### src/rtl/axis_stim_pkg.sv
// Shared types and constants for the AXI4-Stream test-pattern generator.
package axis_stim_pkg;

  typedef enum logic [1:0] {StIdle, StLoad, StSend, StGap} stim_state_t;

  typedef enum logic [1:0] {ModeSingle, ModeBurst, ModeCont} stim_mode_t;

  localparam int unsigned MinBytes = 2;

  // The reserved encoding behaves as a single-packet request.
  function automatic stim_mode_t decode_mode(input logic [1:0] raw);
    case (raw)
      2'd1:    return ModeBurst;
      2'd2:    return ModeCont;
      default: return ModeSingle;
    endcase
  endfunction

endpackage

### src/rtl/axis_stim_gen.sv
// AXI4-Stream pattern source: packets of programmable length, gap, count and last-beat keep,
// rotating tdest per packet, with a registered output stage that holds payload under stall.
module axis_stim_gen
  import axis_stim_pkg::*;
#(
  parameter int unsigned TDATA_NUM_BYTES = 4,
  parameter int unsigned LEN_W           = 16,
  parameter int unsigned GAP_W           = 8,
  parameter int unsigned NUM_DEST        = 4,
  parameter logic [((TDATA_NUM_BYTES > 2) ? TDATA_NUM_BYTES*8-16 : 1)-1:0] FIXED = '0
) (
  input  logic                         clk,
  input  logic                         rst,
  input  logic                         en,
  input  logic                         clr,
  input  logic [1:0]                   mode,
  input  logic [LEN_W-1:0]             pkt_len,
  input  logic [GAP_W-1:0]             gap_cycles,
  input  logic [15:0]                  num_pkts,
  input  logic [TDATA_NUM_BYTES-1:0]   last_keep,
  output logic [TDATA_NUM_BYTES*8-1:0] M_AXIS_tdata,
  output logic [3:0]                   M_AXIS_tdest,
  output logic [TDATA_NUM_BYTES-1:0]   M_AXIS_tkeep,
  output logic                         M_AXIS_tlast,
  input  logic                         M_AXIS_tready,
  output logic                         M_AXIS_tvalid,
  output logic                         busy,
  output logic [31:0]                  pkt_done_cnt
);

  localparam int unsigned DataW = TDATA_NUM_BYTES * 8;
  // For a 2-byte bus the concatenation is truncated away, leaving no fixed field.
  localparam logic [DataW-1:0] FixedWord = DataW'({FIXED, 16'h0000});
  localparam logic [3:0]       LastDest  = 4'(NUM_DEST - 1);

  if (TDATA_NUM_BYTES < MinBytes) begin : g_bytes_chk
    $fatal(1, "axis_stim_gen: TDATA_NUM_BYTES must be >= %0d", MinBytes);
  end
  if (NUM_DEST < 1 || NUM_DEST > 16) begin : g_dest_chk
    $fatal(1, "axis_stim_gen: NUM_DEST must be in 1..16");
  end

  function automatic logic [DataW-1:0] beat_word(input logic [7:0] seq,
                                                 input logic [LEN_W-1:0] beat);
    return FixedWord | DataW'({seq, 8'(beat)});
  endfunction

  stim_state_t                state_q, state_d;
  stim_mode_t                 mode_q, mode_d;
  logic [1:0]                 en_sr_q, en_sr_d;
  logic [LEN_W-1:0]           len_q, len_d, beat_q, beat_d;
  logic [GAP_W-1:0]           gap_q, gap_d, gap_cnt_q, gap_cnt_d;
  logic [TDATA_NUM_BYTES-1:0] keep_q, keep_d, tkeep_q, tkeep_d;
  logic [15:0]                num_q, num_d, burst_cnt_q, burst_cnt_d;
  logic [7:0]                 seq_q, seq_d;
  logic [3:0]                 chan_q, chan_d;
  logic [31:0]                done_cnt_q, done_cnt_d;
  logic                       stop_q, stop_d;
  logic                       tvalid_q, tvalid_d, tlast_q, tlast_d;
  logic [DataW-1:0]           tdata_q, tdata_d;

  logic        rise, start, accept, pkt_end, cont_halt, stop_now, more, gap_direct;
  logic [15:0] burst_cnt_inc;

  assign rise          = en_sr_q[0] & ~en_sr_q[1];
  assign start         = !clr && ((decode_mode(mode) == ModeCont) ? en_sr_q[0] : rise);
  assign accept        = tvalid_q & M_AXIS_tready;
  assign pkt_end       = (state_q == StSend) & accept & tlast_q;
  assign cont_halt     = (mode_q == ModeCont) & ~en_sr_q[0];
  assign stop_now      = stop_q | clr | cont_halt;
  assign burst_cnt_inc = burst_cnt_q + 16'd1;
  // The LOAD cycle is itself idle, so gaps of 0 and 1 both skip the GAP state.
  assign gap_direct    = (gap_q < GAP_W'(2));

  always_comb begin
    more = 1'b0;
    unique case (mode_q)
      ModeBurst: more = (burst_cnt_inc != num_q);
      ModeCont:  more = 1'b1;
      default:   more = 1'b0;
    endcase
    more = more & ~stop_now;
  end

  // State register.
  always_ff @(posedge clk) begin
    if (rst) state_q <= StIdle;
    else     state_q <= state_d;
  end

  // Next-state logic.
  always_comb begin
    state_d = state_q;
    unique case (state_q)
      StIdle: if (start) state_d = StLoad;
      StLoad: state_d = clr ? StIdle : StSend;
      StSend: begin
        if (pkt_end) begin
          if (!more)          state_d = StIdle;
          else if (gap_direct) state_d = StLoad;
          else                 state_d = StGap;
        end
      end
      StGap: begin
        if (clr || cont_halt)                      state_d = StIdle;
        else if (gap_cnt_q == gap_q - GAP_W'(1)) state_d = StLoad;
      end
      default: state_d = StIdle;
    endcase
  end

  // Datapath and registered output next-state.
  always_comb begin
    en_sr_d     = {en_sr_q[0], en};
    mode_d      = mode_q;
    len_d       = len_q;
    gap_d       = gap_q;
    keep_d      = keep_q;
    num_d       = num_q;
    burst_cnt_d = burst_cnt_q;
    beat_d      = beat_q;
    gap_cnt_d   = gap_cnt_q;
    seq_d       = seq_q;
    chan_d      = chan_q;
    done_cnt_d  = done_cnt_q;
    stop_d      = stop_q;
    tvalid_d    = tvalid_q;
    tdata_d     = tdata_q;
    tkeep_d     = tkeep_q;
    tlast_d     = tlast_q;
    unique case (state_q)
      StIdle: begin
        if (start) begin
          num_d       = (num_pkts == 16'd0) ? 16'd1 : num_pkts;
          burst_cnt_d = 16'd0;
        end
      end
      StLoad: begin
        len_d  = (pkt_len == '0) ? LEN_W'(1) : pkt_len;
        gap_d  = gap_cycles;
        keep_d = (last_keep == '0) ? '1 : last_keep;
        mode_d = decode_mode(mode);
        beat_d = '0;
        stop_d = 1'b0;
        if (!clr) begin
          tvalid_d = 1'b1;
          tdata_d  = beat_word(seq_q, {LEN_W{1'b0}});
          tlast_d  = (len_d == LEN_W'(1));
          tkeep_d  = tlast_d ? keep_d : '1;
        end
      end
      StSend: begin
        stop_d = stop_q | clr;
        if (accept) begin
          if (tlast_q) begin
            tvalid_d    = 1'b0;
            tlast_d     = 1'b0;
            seq_d       = seq_q + 8'd1;
            chan_d      = (chan_q == LastDest) ? 4'd0 : chan_q + 4'd1;
            done_cnt_d  = done_cnt_q + 32'd1;
            burst_cnt_d = burst_cnt_inc;
            gap_cnt_d   = GAP_W'(1);
          end else begin
            beat_d  = beat_q + LEN_W'(1);
            tdata_d = beat_word(seq_q, beat_d);
            tlast_d = (beat_d == len_q - LEN_W'(1));
            tkeep_d = tlast_d ? keep_q : '1;
          end
        end
      end
      StGap: gap_cnt_d = gap_cnt_q + GAP_W'(1);
      default: ;
    endcase
  end

  always_ff @(posedge clk) begin
    if (rst) begin
      en_sr_q     <= 2'b00;
      mode_q      <= ModeSingle;
      len_q       <= LEN_W'(1);
      gap_q       <= '0;
      keep_q      <= '1;
      num_q       <= 16'd1;
      burst_cnt_q <= 16'd0;
      beat_q      <= '0;
      gap_cnt_q   <= '0;
      seq_q       <= 8'd0;
      chan_q      <= 4'd0;
      done_cnt_q  <= 32'd0;
      stop_q      <= 1'b0;
      tvalid_q    <= 1'b0;
      tdata_q     <= '0;
      tkeep_q     <= '0;
      tlast_q     <= 1'b0;
    end else begin
      en_sr_q     <= en_sr_d;
      mode_q      <= mode_d;
      len_q       <= len_d;
      gap_q       <= gap_d;
      keep_q      <= keep_d;
      num_q       <= num_d;
      burst_cnt_q <= burst_cnt_d;
      beat_q      <= beat_d;
      gap_cnt_q   <= gap_cnt_d;
      seq_q       <= seq_d;
      chan_q      <= chan_d;
      done_cnt_q  <= done_cnt_d;
      stop_q      <= stop_d;
      tvalid_q    <= tvalid_d;
      tdata_q     <= tdata_d;
      tkeep_q     <= tkeep_d;
      tlast_q     <= tlast_d;
    end
  end

  assign M_AXIS_tdata  = tdata_q;
  assign M_AXIS_tdest  = chan_q;
  assign M_AXIS_tkeep  = tkeep_q;
  assign M_AXIS_tlast  = tlast_q;
  assign M_AXIS_tvalid = tvalid_q;
  assign busy          = (state_q != StIdle);
  assign pkt_done_cnt  = done_cnt_q;

endmodule

### config.mk
export PLATFORM = sky130hd
export DESIGN_NAME = axis_stim_gen
export DESIGN_NICKNAME = d
export VERILOG_FILES = /design/src/rtl/axis_stim_pkg.sv /design/src/rtl/axis_stim_gen.sv
export SDC_FILE = /design/constraint.sdc
export NUM_CORES = 1
export LEC_CHECK = 0
export CAP_MARGIN = 10
export CELL_PAD_IN_SITES_DETAIL_PLACEMENT = 1
export CELL_PAD_IN_SITES_GLOBAL_PLACEMENT = 1
export CORE_MARGIN = 1
export CORE_UTILIZATION = 37
export CTS_CLUSTER_DIAMETER = 50
export DETAILED_ROUTE_END_ITERATION = 7
export GPL_ROUTABILITY_DRIVEN = 0
export PLACE_DENSITY = 0.79
export SLEW_MARGIN = 20
export SYNTH_ARGS = -nofsm -noshare
export SYNTH_HDL_FRONTEND = slang
export SYNTH_SLANG_ARGS = --single-unit
### constraint.sdc
create_clock -name clk -period 2.28 [get_ports clk]
set_input_delay 0.456 -clock clk [delete_from_list [all_inputs] [get_ports clk]]
set_output_delay 0.456 -clock clk [all_outputs]
set_load 0.1 [all_outputs]
==> flow_metrics.env <==
export IMPL_outcome="finished, violations left"
export IMPL_violations="setup timing"
export IMPL_critPathKind="reg -> reg"
export IMPL_cp_startpoint="len_q[0]"
export IMPL_worst_slack_ns=-0.145
export IMPL_vias=8205
export IMPL_die_h_um=152
export IMPL_hold_buffers=0
export IMPL_p_sw_uw=3450
export IMPL_layout_drive_gt1_share_pct=26.2
export IMPL_required_ns=2.57
export IMPL_rsz0062_at_grt="true"
export IMPL_cellLeakagePower_uw=0.00441
export IMPL_io_buffers=109
export IMPL_p_clk_share_pct=31.1
export IMPL_hold_ws_ns=0.457
export IMPL_grt_pass1_wl_um=43600
export IMPL_skew_ns=0.00953
export IMPL_place_hpwl_um=19200
export IMPL_cp_endpoint="M_AXIS_tkeep[3]"
export IMPL_die_area_um2=23000
export IMPL_yosysWarnings=0
export IMPL_reg2reg_from="len_q[0]"
export IMPL_setup_violations=7
export IMPL_critPathMaxFanout=5
export IMPL_async_flop_share_pct=0
export IMPL_ff2ff_setup_slack_ns=-0.14
export IMPL_wl_per_cell_um=17.9
export IMPL_mostFrequentLayoutCells="buf_4, nor2_1, dfxtp_1"
export IMPL_synth_ff_type="dfxtp_1"
export IMPL_synth_compound_area_share_pct=13.6
export IMPL_grt_overflow_total=0
export IMPL_cp_start_kind="flip-flop"
export IMPL_fmax_ghz=0.412
export IMPL_syn_inst=1012
export IMPL_start_util_pct=37.8
export IMPL_irDropWorstVdd_mv=0.576
export IMPL_p_sw_share_pct=36.5
export IMPL_cp_arrival_ns=2.71
export IMPL_drt_iter0_markers=303
export IMPL_routed_wl_um=27100
export IMPL_io_pins=126
export IMPL_finalHoldViolCount=0
export IMPL_synthXorXnorAreaFrac_pct=11.7
export IMPL_drtAntennaViolNets=0
export IMPL_cts_sinks=157
export IMPL_fin_area_um2=11300
export IMPL_synth_seq_area_share_pct=37.9
export IMPL_antenna_found_initial=0
export IMPL_fin_nets=1292
export IMPL_period_minus_slack_ns=2.42
export IMPL_viasPerCell=5.40
export IMPL_synth_top_family_by_area="simple AND/OR/NAND/NOR gates"
export IMPL_areaGrowthSynthToFinish_pct=36.9
export IMPL_grt_max_degree=47
export IMPL_clkLatencyLatePin_ns=0.42
export IMPL_r2r_end="M_AXIS_tkeep[3]"
export IMPL_relSlewSlack_pct=64.8
export IMPL_ctsHtreeMaxLevel=4
export IMPL_p_total_uw=9440
export IMPL_final_common_cell="buf_4"
export IMPL_track_usage_pct=24.2
export IMPL_synthAdderAreaFrac_pct=2.11
export IMPL_worst_slew_pin_slew_ns=0.521
export IMPL_rows=54
export IMPL_synth_edf_count=0
export IMPL_synthSimpleGateAreaFrac_pct=26.5
export IMPL_intPower_uw=5990
export IMPL_synth_mux_area_fraction_pct=3.40
export IMPL_cts_root_buf="clkbuf_16"
export IMPL_ff2ff_path_depth=10
export IMPL_synth_cell_type_count=70
export IMPL_drcViolationCount=0
export IMPL_ys_seq_elements=157
export IMPL_power_frac_comb_pct=36.2
export IMPL_hp_class="reg -> reg"
export IMPL_cts_clk_slew_worst_paths_ns=0.07
export IMPL_p_seq_share_pct=32.7
export IMPL_maxCapViolCount=0
export IMPL_diodes=0
export IMPL_cts_buffers=17
export IMPL_die_x_um=152
export IMPL_power_density_nw_per_um2=832
export IMPL_cts_buffer_depth=2
export IMPL_grt_pass1_vias=8572
export IMPL_endpoint_kind="flip-flop"
export IMPL_drtPass1Iterations=4
export IMPL_syn_area_um2=8280
export IMPL_core_area_um2=21900
export IMPL_slew_viol_final=0
export IMPL_fillCellCount=2617
export IMPL_synth_avg_cell_area_um2=8.18
export IMPL_period_share_pct=106
export IMPL_cts_tree="built"
export IMPL_dpl_cell_area_um2=10400
-- registers in the layout, indices dropped and copies added, names as in the netlist --
register       cells
pkt_done_cnt      32
M_AXIS_tdata      16
beat_q            16
burst_cnt_q       16
len_q             16
num_q             16
gap_cnt_q          8
gap_q              8
seq_q              8
M_AXIS_tdest       4
M_AXIS_tkeep       4
keep_q             4
en_sr_q            2
mode_q             2
state_q            2
M_AXIS_tlast       1
M_AXIS_tvalid      1
stop_q             1
-- logic make-up (layout without fill, tap and decap cells) --
family | count (synthesis) | in the layout
and+or+nand+nor | 433 | 433
buffers and inverters | 84 | 297
DFF | 157 | 157
AOI/OAI and AO/OA | 184 | 184
other | 1 | 16
xor gates and xnor gates | 111 | 111
muxes | 28 | 28
adders and majority gates | 14 | 14
-- synth_stat cells (15+ instances only) --
master,count,area share [%]
nand3_1,49,3.0
nor3_1,27,1.6
nor2_1,123,5.6
mux2i_1,27,3.3
xnor2_1,53,5.6
dfxtp_1,157,38
buf_4,16,1.5
a21oi_1,87,5.3
o21ai_0,32,1.9
nand4_1,23,1.7
inv_1,15,0.68
clkbuf_1,37,1.7
nand2_1,106,4.8
or3_1,15,1.1
xor2_1,58,6.1
-- worst min path at each step --
stage / startpoint / to / slack (ns) / cells after the start
floorplan: seq_q[7] / M_AXIS_tdata[15] / 0.44 / 2
global route: M_AXIS_tdata[11] / M_AXIS_tdata[11] / 0.49 / 2
detailed placement: M_AXIS_tdata[5] / M_AXIS_tdata[5] / 0.45 / 2
global placement: M_AXIS_tdata[7] / M_AXIS_tdata[7] / 0.44 / 2
finish: M_AXIS_tdata[5] / M_AXIS_tdata[5] / 0.46 / 2
CTS: M_AXIS_tdata[5] / M_AXIS_tdata[5] / 0.46 / 2
-- stage by stage --
step / TNS [ns] / utilization [%] / setup WS [ns] / instances
after floorplan: -0.0846 / - / -0.0192 / 1027
after global placement: -3.85 / 47.7 / -0.284 / 1478
after detailed placement: -5.84 / 47.7 / -0.324 / 1478
after CTS: -0.927 / 51.3 / -0.204 / 1519
after global routing: -1.46 / 51.8 / -0.256 / 1520
final: -0.699 / 51.8 / -0.145 / 1520
-- metal layers --
| layer | vias up | global-route usage (%) | wire length, µm |
|---|---|---|---|
| li1 | 3931 | - | - |
| met1 | 4062 | 28.4 | 11600 |
| met2 | 165 | 42.8 | 13700 |
| met3 | 47 | 5.36 | 1190 |
| met4 | 0 | 8.96 | 672 |
| met5 | - | 0 | 0 |
-- cell type report --
class / instances / area [µm²] / area share (%)
tap: 280 / 350 / 3.09
sequential: 157 / 3210 / 28.3
clock buffer: 20 / 437 / 3.85
inverter: 15 / 56.3 / 0.497
clock inverter: 12 / 164 / 1.45
multi-input combinational: 786 / 5030 / 44.4
timing repair buffer: 250 / 2090 / 18.4
-- critical path: stages (launching register included) --
cell	delay [ns]
dfxtp_2	0.33
inv_2	0.06
ha_4	0.14
or4b_4	0.51
nor4_4	0.16
xnor2_1	0.17
xnor2_1	0.15
nand4_1	0.14
a2111oi_4	0.37
buf_6	0.19
a221oi_2	0.06
-- power groups by stage --
stage	combinational (µW)	sequential (µW)	clock, µW
global route	3660	3110	3090
global placement	3160	3130	0
detailed placement	3240	3140	0
CTS	3340	3080	3000
finish	3410	3090	2930
floorplan	1770	3410	0
-- what timing repair did --
action	4_1_cts	5_1_grt
hold endpoints to repair	0	0
gates resized for setup	34	24
pin swaps	14	9
setup buffers	9	2
endpoints found under the setup margin	7	15
Power figures use the tool's default switching activity.
